[config.mk]
export PLATFORM = sky130hd
export DESIGN_NAME = mem_port_arbiter_flat
export DESIGN_NICKNAME = d
export VERILOG_FILES = /design/src/rtl/mem_port_arbiter_if.sv /design/src/rtl/mem_port_arbiter.sv /design/src/flat_wrapper.sv
export SDC_FILE = /design/constraint.sdc
export NUM_CORES = 1
export LEC_CHECK = 0
export BUFFER_PORTS_ARGS = -buffer_cell sky130_fd_sc_hd__buf_4
export CORE_AREA = 8 8 291 293
export DETAILED_ROUTE_END_ITERATION = 16
export DIE_AREA = 0 0 299 301
export PLACE_DENSITY_LB_ADDON = 0.25
export SLEW_MARGIN = 25
export SYNTH_ARGS = -nofsm -noshare
export SYNTH_HDL_FRONTEND = slang
export SYNTH_SLANG_ARGS = --single-unit
[constraint.sdc]
create_clock -name clk -period 6.4 [get_ports clk]
set_clock_uncertainty 0.2 [all_clocks]
set_input_delay 1.28 -clock clk [delete_from_list [all_inputs] [get_ports clk]]
set_output_delay 1.28 -clock clk [all_outputs]
set_load 0.005 [all_outputs]
[src/rtl/mem_port_arbiter_if.sv]
// mem_port_arbiter_if
//   Bundles the I-cache, D-cache and main-memory signals of the memory port
//   arbiter. The clock and reset stay outside the bundle.
//   slave  : the arbiter's view. It drives the read data, ready pulses,
//            memory command and wait counters.
//   master : the view of the caches and memory. They drive the requests,
//            the addresses, the write data and the memory response.
//   Signals:
//     i_read, i_addr, i_rdata, i_ready            I-cache read channel
//     d_read, d_write, d_addr, d_wdata,
//     d_rdata, d_ready                            D-cache read/write channel
//     mem_read, mem_write, mem_addr, mem_wdata,
//     mem_rdata, mem_ready                        main-memory port
//     i_wait_cnt, d_wait_cnt                      saturating wait-cycle counters
interface mem_port_arbiter_if #(
   parameter int unsigned ADDR_W = 28,
   parameter int unsigned DATA_W = 128,
   parameter int unsigned CNT_W  = 16
);
   logic              i_read;
   logic [ADDR_W-1:0] i_addr;
   logic [DATA_W-1:0] i_rdata;
   logic              i_ready;
   logic              d_read;
   logic              d_write;
   logic [ADDR_W-1:0] d_addr;
   logic [DATA_W-1:0] d_wdata;
   logic [DATA_W-1:0] d_rdata;
   logic              d_ready;
   logic              mem_read;
   logic              mem_write;
   logic [ADDR_W-1:0] mem_addr;
   logic [DATA_W-1:0] mem_wdata;
   logic [DATA_W-1:0] mem_rdata;
   logic              mem_ready;
   logic [CNT_W-1:0]  i_wait_cnt;
   logic [CNT_W-1:0]  d_wait_cnt;

   modport slave (
      input  i_read, i_addr, d_read, d_write, d_addr, d_wdata, mem_rdata, mem_ready,
      output i_rdata, i_ready, d_rdata, d_ready, mem_read, mem_write, mem_addr, mem_wdata,
             i_wait_cnt, d_wait_cnt
   );

   modport master (
      output i_read, i_addr, d_read, d_write, d_addr, d_wdata, mem_rdata, mem_ready,
      input  i_rdata, i_ready, d_rdata, d_ready, mem_read, mem_write, mem_addr, mem_wdata,
             i_wait_cnt, d_wait_cnt
   );
endinterface

[src/rtl/mem_port_arbiter.sv]
// mem_port_arbiter
//   Shares one slow main-memory port between the I-cache (read only) and the
//   D-cache (read/write). Grants are round-robin. A granted transaction holds
//   the registered memory command until mem_ready, and then one IDLE cycle
//   follows so that the served cache can drop its request. Saturating
//   per-requester wait counters record the stall cycles.
//   Ports:
//     clk  rising-edge clock
//     rst  asynchronous reset, active-high
//     bus  mem_port_arbiter_if.slave: cache requests and responses, the
//          memory command and response, and the wait counters
module mem_port_arbiter #(
   parameter int unsigned ADDR_W = 28,
   parameter int unsigned DATA_W = 128,
   parameter int unsigned CNT_W  = 16
) (
   input logic               clk,
   input logic               rst,
   mem_port_arbiter_if.slave bus
);

   typedef enum logic [1:0] {
      IDLE  = 2'd0,
      GNT_I = 2'd1,
      GNT_D = 2'd2
   } state_e;

   state_e            state_q, state_d;
   logic              last_d_q, last_d_d;     // 1: the D-cache held the most recent grant
   logic              mem_read_q, mem_read_d;
   logic              mem_write_q, mem_write_d;
   logic [ADDR_W-1:0] mem_addr_q, mem_addr_d;
   logic [DATA_W-1:0] mem_wdata_q, mem_wdata_d;
   logic [CNT_W-1:0]  i_cnt_q, i_cnt_d;
   logic [CNT_W-1:0]  d_cnt_q, d_cnt_d;
   logic              i_req, d_req;
   logic              i_ready, d_ready;
   logic              grant_i, grant_d;

   always_ff @(posedge clk or posedge rst) begin
      if (rst) begin
         state_q     <= IDLE;
         last_d_q    <= 1'b1;
         mem_read_q  <= 1'b0;
         mem_write_q <= 1'b0;
         mem_addr_q  <= '0;
         mem_wdata_q <= '0;
         i_cnt_q     <= '0;
         d_cnt_q     <= '0;
      end else begin
         state_q     <= state_d;
         last_d_q    <= last_d_d;
         mem_read_q  <= mem_read_d;
         mem_write_q <= mem_write_d;
         mem_addr_q  <= mem_addr_d;
         mem_wdata_q <= mem_wdata_d;
         i_cnt_q     <= i_cnt_d;
         d_cnt_q     <= d_cnt_d;
      end
   end

   always_comb begin
      state_d     = state_q;
      last_d_d    = last_d_q;
      mem_read_d  = mem_read_q;
      mem_write_d = mem_write_q;
      mem_addr_d  = mem_addr_q;
      mem_wdata_d = mem_wdata_q;
      i_cnt_d     = i_cnt_q;
      d_cnt_d     = d_cnt_q;

      i_req   = bus.i_read;
      d_req   = bus.d_read | bus.d_write;
      i_ready = (state_q == GNT_I) & bus.mem_ready;
      d_ready = (state_q == GNT_D) & bus.mem_ready;

      // When both caches request, the one that was not served last wins.
      grant_i = i_req & (~d_req | last_d_q);
      grant_d = d_req & (~i_req | ~last_d_q);

      case (state_q)
         IDLE: begin
            if (grant_i) begin
               state_d     = GNT_I;
               last_d_d    = 1'b0;
               mem_read_d  = 1'b1;
               mem_write_d = 1'b0;
               mem_addr_d  = bus.i_addr;
            end else if (grant_d) begin
               state_d     = GNT_D;
               last_d_d    = 1'b1;
               mem_read_d  = ~bus.d_write;
               mem_write_d = bus.d_write;
               mem_addr_d  = bus.d_addr;
               mem_wdata_d = bus.d_wdata;
            end
         end
         GNT_I, GNT_D: begin
            if (bus.mem_ready) begin
               state_d     = IDLE;
               mem_read_d  = 1'b0;
               mem_write_d = 1'b0;
            end
         end
         default: begin
            state_d     = IDLE;
            mem_read_d  = 1'b0;
            mem_write_d = 1'b0;
         end
      endcase

      if (i_req && !i_ready && !(&i_cnt_q)) i_cnt_d = i_cnt_q + CNT_W'(1);
      if (d_req && !d_ready && !(&d_cnt_q)) d_cnt_d = d_cnt_q + CNT_W'(1);
   end

   assign bus.i_rdata    = bus.mem_rdata;
   assign bus.d_rdata    = bus.mem_rdata;
   assign bus.i_ready    = i_ready;
   assign bus.d_ready    = d_ready;
   assign bus.mem_read   = mem_read_q;
   assign bus.mem_write  = mem_write_q;
   assign bus.mem_addr   = mem_addr_q;
   assign bus.mem_wdata  = mem_wdata_q;
   assign bus.i_wait_cnt = i_cnt_q;
   assign bus.d_wait_cnt = d_cnt_q;

endmodule

[src/flat_wrapper.sv]
// flat-port wrapper written by rule: the top's interface ports become plain ports
module mem_port_arbiter_flat 
#(
   parameter int unsigned ADDR_W = 28,
   parameter int unsigned DATA_W = 128,
   parameter int unsigned CNT_W  = 16
)
  (clk, rst, bus_i_read, bus_i_addr, bus_d_read, bus_d_write, bus_d_addr, bus_d_wdata, bus_mem_rdata, bus_mem_ready, bus_i_rdata, bus_i_ready, bus_d_rdata, bus_d_ready, bus_mem_read, bus_mem_write, bus_mem_addr, bus_mem_wdata, bus_i_wait_cnt, bus_d_wait_cnt);
  mem_port_arbiter_if #(.ADDR_W(ADDR_W), .DATA_W(DATA_W), .CNT_W(CNT_W)) bus_i ();
  input logic clk;
  input logic rst;
  input wire logic [$bits(bus_i.i_read)-1:0] bus_i_read;
  input wire logic [$bits(bus_i.i_addr)-1:0] bus_i_addr;
  input wire logic [$bits(bus_i.d_read)-1:0] bus_d_read;
  input wire logic [$bits(bus_i.d_write)-1:0] bus_d_write;
  input wire logic [$bits(bus_i.d_addr)-1:0] bus_d_addr;
  input wire logic [$bits(bus_i.d_wdata)-1:0] bus_d_wdata;
  input wire logic [$bits(bus_i.mem_rdata)-1:0] bus_mem_rdata;
  input wire logic [$bits(bus_i.mem_ready)-1:0] bus_mem_ready;
  output wire logic [$bits(bus_i.i_rdata)-1:0] bus_i_rdata;
  output wire logic [$bits(bus_i.i_ready)-1:0] bus_i_ready;
  output wire logic [$bits(bus_i.d_rdata)-1:0] bus_d_rdata;
  output wire logic [$bits(bus_i.d_ready)-1:0] bus_d_ready;
  output wire logic [$bits(bus_i.mem_read)-1:0] bus_mem_read;
  output wire logic [$bits(bus_i.mem_write)-1:0] bus_mem_write;
  output wire logic [$bits(bus_i.mem_addr)-1:0] bus_mem_addr;
  output wire logic [$bits(bus_i.mem_wdata)-1:0] bus_mem_wdata;
  output wire logic [$bits(bus_i.i_wait_cnt)-1:0] bus_i_wait_cnt;
  output wire logic [$bits(bus_i.d_wait_cnt)-1:0] bus_d_wait_cnt;
  assign bus_i.i_read = bus_i_read;
  assign bus_i.i_addr = bus_i_addr;
  assign bus_i.d_read = bus_d_read;
  assign bus_i.d_write = bus_d_write;
  assign bus_i.d_addr = bus_d_addr;
  assign bus_i.d_wdata = bus_d_wdata;
  assign bus_i.mem_rdata = bus_mem_rdata;
  assign bus_i.mem_ready = bus_mem_ready;
  assign bus_i_rdata = bus_i.i_rdata;
  assign bus_i_ready = bus_i.i_ready;
  assign bus_d_rdata = bus_i.d_rdata;
  assign bus_d_ready = bus_i.d_ready;
  assign bus_mem_read = bus_i.mem_read;
  assign bus_mem_write = bus_i.mem_write;
  assign bus_mem_addr = bus_i.mem_addr;
  assign bus_mem_wdata = bus_i.mem_wdata;
  assign bus_i_wait_cnt = bus_i.i_wait_cnt;
  assign bus_d_wait_cnt = bus_i.d_wait_cnt;
  mem_port_arbiter #(.ADDR_W(ADDR_W), .DATA_W(DATA_W), .CNT_W(CNT_W)) u_core (.clk(clk), .rst(rst), .bus(bus_i));
endmodule
==> results of run 1 <==
==> report_power, final <==
| part | total (W) | switching [W] | leakage, nW | internal, W |
|---|---|---|---|---|
| registers | 0.00218 | 0.000372 | 2.30 | 0.00181 |
| clock network | 0.00118 | 0.000583 | 0.300 | 0.000596 |
| logic | 0.00245 | 0.00102 | 3.14 | 0.00143 |
| total | 0.00580 | 0.00197 | 5.75 | 0.00383 |
==> kinds of logic (layout without fill, tap and decap cells) <==
| family | after synthesis | in the layout | share of synthesized area |
|---|---|---|---|
| XOR/XNOR | 24 | 24 | 0.0214 |
| other | 0 | 1 | 0 |
| flip-flops | 193 | 193 | 0.491 |
| AO/OA/AOI/OAI | 43 | 43 | 0.0256 |
| adder cells (fa/ha/maj) | 5 | 5 | 0.00636 |
| multiplexers | 161 | 161 | 0.181 |
| buffers and inverters | 284 | 423 | 0.209 |
| AND/OR/NAND/NOR | 111 | 111 | 0.0656 |
==> routing by layer <==
layer	GRT usage	vias up	share of wire
met2	0.110	308	0.47
met3	0.0446	94	0.12
met1	0.0731	2973	0.36
met5	0	-	0
li1	-	2772	-
met4	0.0430	0	0.044
==> sequential cells by signal, indices dropped and copies added, names as in the netlist <==
name and cells:
u_core.bus.mem_addr 28, u_core.bus.mem_write 1, u_core.bus.i_wait_cnt 16, u_core.bus.mem_wdata 128, u_core.bus.d_wait_cnt 16, u_core.bus.mem_read 1
u_core.state_q 2, u_core.last_d_q 1
==> through the flow <==
step                cells  instance area (µm²)   util  hold slack [ps]  setup slack, ps
global placement     1987                12100  0.151              271             2930
global route         2020                12700  0.159              304             3180
finish               2021                12700  0.159              286             3210
floorplan             821                 9840      -              247             2430
CTS                  2020                12700  0.159              292             3200
detailed placement   1988                12100  0.151              273             2930
==> placed cells by master, fill, tap and decap left out, types with 4 or more instances in the layout <==
| cell | n |
|---|---|
| o21ai_0 | 32 |
| xnor2_1 | 6 |
| and3_1 | 4 |
| mux2i_1 | 28 |
| dfrtp_1 | 192 |
| clkbuf_16 | 17 |
| ha_1 | 5 |
| nand2_1 | 43 |
| nor2_1 | 7 |
| nor3_1 | 12 |
| xor2_1 | 18 |
| nand3_1 | 6 |
| nand4_1 | 8 |
| mux2_2 | 131 |
| inv_1 | 4 |
| buf_4 | 383 |
==> tightest hold or removal path, delay by kind of cell, from the launching register on <==
family          cells  cell delay, ps
flops               1             350
simple gates        1              40
compound gates      1              60
==> final timing paths <==
kind,from,end,slack (ps),cells after the start
setup / recovery,bus_mem_ready,bus_i_ready,3210,3
setup reg to reg,u_core.state_q[0],u_core.bus.mem_wdata[6],3920,6
hold reg to reg,u_core.bus.mem_addr[22],u_core.bus.mem_addr[22],290,2
hold / removal,u_core.bus.mem_addr[22],u_core.bus.mem_addr[22],290,2
min in group asynchronous,rst,u_core.bus.mem_wdata[124],650,2
max in group asynchronous,rst,u_core.bus.mem_wdata[66],4140,3
==> layout make-up <==
cell class / instances / share of cell area
well taps: 1060 / 0.104
multi-input cells: 344 / 0.234
flip-flops and latches: 193 / 0.380
clock inverters: 15 / 0.0151
diodes: 1 / 0.000197
inverters: 5 / 0.00177
clock buffers: 17 / 0.0335
repair buffers: 386 / 0.231
==> metrics.md, run 1 <==
| Metric | Value |
|---|---|
| Ys Warns | `0` |
| WL/cell | `16.2 µm` |
| Asr flop ratio synth | `1.00` |
| Pin count of the biggest net entering global routing | `120` |
| Die Span X | `299 µm` |
| Share of the synthesized area in the top cell type | `0.489` |
| Port bufs | `381` |
| Final HPWL DP | `25.7 mm` |
| Top achievable clock speed | `313 MHz` |
| Worst skew pair latency | `470 ps` |
| Die area | `90000 µm²` |
| Filler cells | `9005` |
| Initial drt markers | `204` |
| P_leak | `5.75 nW` |
| Worst-path maximum fanout | `5` |
| CTS Buf Count | `17` |
| Hold WC Path Type | `flop to flop` |
| Slowest cell on crit path | `and2_1` |
| Clk root buf | `clkbuf_16` |
| Vias in the first global route | `7052` |
| Count leader, synth | `buf_4` |
| IR drop worst, VDD | `0.000250 V` |
| Final setup violation count | `0` |
| Pwr per Cell Area | `457 nW/µm²` |
| Crit path buffers/inverters | `2` |
| Minimum clock period | `3190 ps` |
| Maximum clock path buffer count | `2` |
| CTS Sinks | `193` |
| Top cells by count, synth | `buf_4, dfrtp_1, mux2_2` |
| Mapped Nets | `1144` |
| Seq cells post-synth | `193` |
| Num ports | `766` |
| Global-route wire length before repair | `48.0 mm` |
| Drt drc | `0` |
| Area of the core | `79900 µm²` |
| Clock slew at reported path FFs | `80 ps` |
| CP peak stage delay | `150 ps` |
| Maxcap violations | `0` |
| Avg Inst Size Synth | `12.0 µm²` |
| Crit-path cells | `buf_4 > and2_1 > buf_4` |
| Mapped Cells | `821` |
| Required @ worst endpoint | `4920 ps` |
| Layout cells sized above 1 | `0.590` |
| Final net count | `1270` |
| Main synth FF type | `dfrtp_1` |
| Arrival time worst endpoint | `1710 ps` |
| Hold Vio Cnt, Final | `0` |
| Relative slew margins | `0.410` |
| Post-route ant nets | `0` |
| Number of enable flip-flop cells after synthesis | `0` |
| Max-slew violation total from the final report | `0` |
| Total power | `0.00580 W` |
| Grt total ovfl | `0` |
| Worst Max-Slew Pin Slew | `885 ps` |
| Register area | `4830 µm²` |
| Post-CTS sizing | `0` |
| GR Util All Layers | `0.0713` |
| Post-DR vias/cell | `3.04` |
| Area of the multi-input gates | `2970 µm²` |
| Synthesized cell area | `9830 µm²` |
| DR pass1 iterations | `4` |
| Post-synthesis sequential area ratio | `0.491` |
| Die Height | `301 µm` |
| Fin crit share | `0.499` |
| Top delay family on crit path | `buffers and inverters` |
| CTS H-tree depth | `4` |
| Effective utilization at floorplan | `0.123` |
| Worst path most repeated cell | `buf_4` |
| Std-Cell Rows | `104` |
| Routed WL | `32.8 mm` |
| RSZ-0062 raised after global routing | `no` |
| TritonCTS clock tree | `yes` |
| Setup TNS | `0 ps` |
| Status | `finished, final reports clean` |
| Via Count | `6147` |
| Worst setup EP type | `output port` |
| Post-synthesis cell type count | `47` |
| CTS Hold Buffers Added | `0` |
| Setup Buffers After CTS | `0` |
| Synth area leader | `dfrtp_1` |
| GPL Wtd Cong | `0.711` |
| CP Launch Type | `input pin` |
| Cells taking the most area after synthesis | `dfrtp_1, buf_4, mux2_2` |
| Antenna violations before repair | `1` |
| Layout area overhead | `29.3%` |
| Setup CP Type | `input pin to output port` |
No activity file was read; power rests on OpenSTA's default activity.
==> run 2: changes to the inputs <==
==> constraint.sdc (replaced) <==
create_clock -name clk -period 2.9 [get_ports clk]
set_clock_uncertainty 0.2 [all_clocks]
set_input_delay 0.58 -clock clk [delete_from_list [all_inputs] [get_ports clk]]
set_output_delay 0.58 -clock clk [all_outputs]
set_load 0.005 [all_outputs]
==> run 2 against run 1 <==
Sequential share of layout area down 0.24 points. Cell area grew 0.64%. Critical path depth increased by 1. Critical path type is now flop to output port. Largest power group unchanged.
==> metrics.md, run 2 (same netlist as run 1, synthesis figures left out) <==
| Metric | Value |
|---|---|
| Via Count | `6175` |
| Required @ worst endpoint | `2120 ps` |
| Metal3 WL | `3.92 mm` |
| Arrival time worst endpoint | `1430 ps` |
| Port bufs | `381` |
| CTS Buf Count | `17` |
| Dpl cell area | `12200 µm²` |
| Die area | `90000 µm²` |
| Setup CP Type | `flop to output port` |
| Die Span X | `299 µm` |
| Num ports | `766` |
| Hold Vio Cnt, Final | `0` |
| WL/cell | `16.3 µm` |
| GPL Wtd Cong | `0.701` |
| Die Height | `301 µm` |
| Worst Max-Slew Pin Slew | `749 ps` |
| Total power | `0.0127 W` |
| Pre-CTS setup slack | `524 ps` |
| Maxcap violations | `0` |
| Global-route wire length before repair | `47.8 mm` |
| Post-CTS sizing | `0` |
| Effective utilization at floorplan | `0.123` |
| Worst-path maximum fanout | `3` |
| Layout area overhead | `30.1%` |
| Final net count | `1282` |
| Worst reg-to-reg path cell count | `6` |
| Routed WL | `33.1 mm` |
| Max reg flops | `128` |
| R2r startpoint | `u_core.state_q[1]` |
| IR drop worst, VDD | `0.000375 V` |
| Post-DR vias/cell | `3.04` |
| Status | `finished, final reports clean` |
| Clk root buf | `clkbuf_16` |
| Uppermost layer routed | `met4` |
| RSZ-0062 raised after global routing | `no` |
| Post-Route M1 WL | `11.8 mm` |
| Max-slew violation total from the final report | `0` |
| R2r setup slk | `760 ps` |
| Post-route ant nets | `0` |
| Top delay family on crit path | `flip-flops` |
| CTS Hold Buffers Added | `0` |
| CTS Sinks | `193` |
| Area of the core | `79900 µm²` |
| Maximum clock path buffer count | `2` |
| P_leak | `5.79 nW` |
| Filler cells | `9007` |
| Layout cells sized above 1 | `0.593` |
| TritonCTS clock tree | `yes` |
| GR Util All Layers | `0.0715` |
| R2R Path End | `u_core.bus.i_wait_cnt[12]` |
| Std-Cell Rows | `104` |
| Worst skew pair latency | `460 ps` |
| Worst setup EP type | `output port` |
| Core Util, Final | `0.160` |
| Number of diodes | `0` |
| Drt drc | `0` |
| Worst setup slack after layout | `687 ps` |
| Most common cell after layout, fill and taps aside | `buf_4` |
| Slowest cell on crit path | `dfrtp_1` |
| Met2 routed wirelength | `15.9 mm` |
| Most frequent cells in the layout | `buf_4, dfrtp_1, mux2_2, nand2_1, o21ai_0` |
| Relative slew margins | `0.500` |
| Pwr per Cell Area | `996 nW/µm²` |
| Final setup violation count | `0` |
| Antenna violations before repair | `0` |
| Finished Cell Area | `12800 µm²` |
| Crit-path cells | `inv_1 > ha_1 > and2_1 > buf_4` |
| Initial drt markers | `249` |
| Setup TNS | `0 ps` |
| DR pass1 iterations | `4` |
| Crit path buffers/inverters | `2` |
| Pin count of the biggest net entering global routing | `57` |
| CP peak stage delay | `390 ps` |
| Minimum clock period | `2210 ps` |
| CTS H-tree depth | `4` |
| Grt total ovfl | `0` |
| Setup Buffers After CTS | `0` |
| Top achievable clock speed | `452 MHz` |
| Fin crit share | `0.763` |
| Clock slew at reported path FFs | `80 ps` |
| CP Launch Type | `flop` |
| Vias in the first global route | `6924` |
| Hold WC Path Type | `input pin to asynchronous set/reset pin` |
| Final HPWL DP | `26.6 mm` |
-- run 2: how the worst max path moves through the flow --
| stage | from | end | slack [ps] | depth (start not counted) |
|---|---|---|---|---|
| floorplan | rst | u_core.bus.d_wait_cnt[0] | -370 | 1 |
| global placement | bus_d_write | u_core.bus.mem_wdata[93] | 510 | 6 |
| detailed placement | bus_d_write | u_core.bus.mem_wdata[59] | 520 | 6 |
| CTS | u_core.state_q[1] | bus_i_ready | 600 | 4 |
| global route | u_core.state_q[1] | bus_i_ready | 540 | 4 |
| finish | u_core.state_q[1] | bus_i_ready | 690 | 4 |
-- run 2: where the power goes --
| part | internal [W] | switching, W |
|---|---|---|
| registers | 0.00399 | 0.000840 |
| clock network | 0.00123 | 0.00121 |
| logic | 0.00323 | 0.00225 |
-- run 2: worst reg2reg max path, delay by kind of cell, from the launching register on --
| family | cells | cell delay (ps) |
|---|---|---|
| XOR/XNOR | 1 | 180 |
| AO/OA/AOI/OAI | 1 | 350 |
| AND/OR/NAND/NOR | 2 | 690 |
| flip-flops | 1 | 390 |
| buffers and inverters | 1 | 80 |
| adder cells (fa/ha/maj) | 1 | 200 |
-- run 2: per-layer routing --
metal  up-vias  GRT usage
met2       312      0.112
li1       2787          -
met1      2983     0.0730
met3        93     0.0438
met4         0     0.0424
met5         -          0
-- run 2: layout make-up --
type,instances,area (µm²),share of cell area
Clock buffer,20,447,0.0349
Sequential cell,193,4830,0.378
Inverter,5,22.5,0.00176
Timing Repair Buffer,398,3080,0.240
Clock inverter,12,126,0.00988
Tap cell,1060,1330,0.104
Multi-Input combinational cell,344,2970,0.232
-- run 2: stage by stage --
stage | cells | hold slack, ps
after floorplan | 821 | 247
after global placement | 2000 | 270
after detailed placement | 2000 | 272
after CTS | 2032 | 20.3
after global routing | 2032 | 43.7
final | 2032 | 26.4
==> run 3: changes to the inputs <==
--- a/config.mk
+++ b/config.mk
@@ -6,9 +6,9 @@
 export NUM_CORES = 1
 export LEC_CHECK = 0
 export BUFFER_PORTS_ARGS = -buffer_cell sky130_fd_sc_hd__buf_4
-export CORE_AREA = 8 8 291 293
+export CORE_AREA = 8 8 293 295
 export DETAILED_ROUTE_END_ITERATION = 16
-export DIE_AREA = 0 0 299 301
+export DIE_AREA = 0 0 301 303
 export PLACE_DENSITY_LB_ADDON = 0.25
 export SLEW_MARGIN = 25
 export SYNTH_ARGS = -nofsm -noshare
==> constraint.sdc (replaced) <==
create_clock -name clk -period 2.25 [get_ports clk]
set_clock_uncertainty 0.2 [all_clocks]
set_input_delay 0.45 -clock clk [delete_from_list [all_inputs] [get_ports clk]]
set_output_delay 0.45 -clock clk [all_outputs]
set_load 0.005 [all_outputs]
==> run 3 against run 2 <==
Core utilization is 1.6 points higher. Critical path depth increased by 3. Register-to-register slack worse by 640 ps. Cell area grew 12%. Combinational power is 36% higher. First-iteration DRC count decreased by 11%. Via count rose by 9.1%. Die area increased by 1.3%. Cell count is 7.9% higher. Flip-flop and latch count stayed put. Sequential power up 28%. Hold slack better by 33 ps.
==> metrics.md, run 3 (same netlist as run 1, synthesis figures left out) <==
| Metric | Value |
|---|---|
| Clk root buf | `clkbuf_16` |
| Register area | `4830 µm²` |
| Filler cells | `9004` |
| Global-route wire length before repair | `49.5 mm` |
| Met2 routed wirelength | `15.6 mm` |
| Finished Cell Area | `14300 µm²` |
| Hold Vio Cnt, Final | `0` |
| Drt drc | `0` |
| Port bufs | `381` |
| Die area | `91200 µm²` |
| Maxcap violations | `0` |
| Clock slew at reported path FFs | `80 ps` |
| GR Util All Layers | `0.0731` |
| NetSw | `0.00569 W` |
| Placed Cells | `2020` |
| Area of the core | `81200 µm²` |
| RSZ-0062 raised after global routing | `yes` |
| Std-Cell Rows | `105` |
| Minimum clock period | `2130 ps` |
| Fin crit share | `0.948` |
| Hold WC Path Type | `input pin to flop` |
| Required @ worst endpoint | `2450 ps` |
| Setup TNS | `0 ps` |
| Routed WL | `34.4 mm` |
| Final net count | `1431` |
| Top achievable clock speed | `469 MHz` |
| Internal | `0.0114 W` |
| Most frequent cells in the layout | `buf_4, dfrtp_1, dlygate4sd3_1, mux2_2, nand2_1` |
| Pin count of the biggest net entering global routing | `63` |
| Uppermost layer routed | `met4` |
| TritonCTS clock tree | `yes` |
| DR pass1 iterations | `4` |
| Post-Route M1 WL | `12.5 mm` |
| CP Launch Type | `flop` |
| Metal3 WL | `4.71 mm` |
| Die Height | `303 µm` |
| Final HPWL DP | `26.9 mm` |
| Via Count | `6734` |
| Status | `finished, final reports clean` |
| Total power | `0.0170 W` |
| Relative slew margins | `0.653` |
| Comb power frac | `0.437` |
| WL/cell | `15.7 µm` |
| P_leak | `6.45 nW` |
| Worst skew pair latency | `480 ps` |
| Die Span X | `301 µm` |
| GPL Wtd Cong | `0.661` |
| Setup Buffers After CTS | `0` |
| Post-DR vias/cell | `3.07` |
| Setup CP Type | `flop to flop` |
| Arrival time worst endpoint | `2340 ps` |
| Vias in the first global route | `7598` |
| Post-CTS sizing | `0` |
| CTS Buf Count | `17` |
| Worst-path maximum fanout | `7` |
| Area of the multi-input gates | `2970 µm²` |
| Max-slew violation total from the final report | `0` |
| Power share of the clock group | `0.201` |
| Sw Share | `0.334` |
| Most common cell after layout, fill and taps aside | `buf_4` |
| Num ports | `766` |
| Worst setup EP type | `flop` |
| Maximum clock path buffer count | `2` |
| CTS H-tree depth | `4` |
| Dpl cell area | `12300 µm²` |
| Pwr per Cell Area | `1190 nW/µm²` |
| IR drop worst, VDD | `0.000468 V` |
| Post-Layout Cell Count | `2192` |
| CTS Sinks | `193` |
| Grt total ovfl | `0` |
| Max reg flops | `128` |
| Antenna violations before repair | `1` |
| Worst Max-Slew Pin Slew | `520 ps` |
| Layout area overhead | `45.8%` |
| Effective utilization at floorplan | `0.121` |
| Flop pwr share | `0.363` |
| Layout cells sized above 1 | `0.523` |
| Core Util, Final | `0.177` |
| Final setup violation count | `0` |
| Initial drt markers | `221` |
| Post-route ant nets | `0` |
-- run 3: changes by cell type in the layout (fill, tap and decap cells not counted), sizes merged --
cell	before	now
inv	8	11
clkinv	5	1
clkbuf	20	19
diode	0	1
bufinv	1	3
dlygate4sd3	0	139
buf	398	408
-- run 3: path summary, 6_finish.rpt --
| kind | from | to | slack, ps | cells after the start |
|---|---|---|---|---|
| worst max-delay path | u_core.state_q[1] | u_core.bus.i_wait_cnt[12] | 120 | 7 |
| worst min-delay path | bus_i_addr[16] | u_core.bus.mem_addr[16] | 60 | 3 |
| worst max register to register | u_core.state_q[1] | u_core.bus.i_wait_cnt[12] | 120 | 7 |
| worst min register to register | u_core.bus.mem_addr[4] | u_core.bus.mem_addr[4] | 280 | 2 |
| max in group asynchronous | rst | u_core.bus.mem_wdata[52] | 730 | 4 |
| min in group asynchronous | rst | u_core.bus.mem_wdata[67] | 360 | 3 |
-- run 3: power groups by stage --
stage	clock [W]	sequential, W	combinational (W)
after global placement	0	0.00622	0.00748
after detailed placement	0	0.00625	0.00756
final	0.00342	0.00618	0.00744
after global routing	0.00372	0.00644	0.00821
after floorplan	0	0.00624	0.00346
after CTS	0.00363	0.00621	0.00776
-- run 3: area by class of cell --
type / count / area share
multi-input combinational: 344 / 0.207
sequential: 193 / 0.337
clock inverter: 13 / 0.0121
timing repair buffer: 547 / 0.319
antenna: 1 / 0.000175
tap: 1070 / 0.0934
clock buffer: 19 / 0.0302
inverter: 5 / 0.00157
-- run 3: critical path, stage by stage, from the launching register on --
cell      delay (ps)
dfrtp_1          380
inv_1             80
ha_1             200
a21boi_2         220
buf_12           140
nand4_2          190
nor4b_1          460
xor2_1           170
-- run 3: through the flow --
step                      setup slack, ps  hold WS [ps]
after detailed placement              104           271
after floorplan                      -890           247
after global placement                139           266
after CTS                            39.9         0.521
after global routing                -34.1          14.9
final                                 116          59.1
-- run 3: timing repair --
item / 4_1_cts / 5_1_grt
endpoints found under the hold margin: 144 / 0
endpoints found under the setup margin: 0 / 3
hold buffers: 139 / 0
-- run 3: routing by layer --
layer	up-vias	track usage
met5	-	0
met4	0	0.0421
met3	104	0.0501
met2	355	0.110
met1	3186	0.0750
li1	3089	-
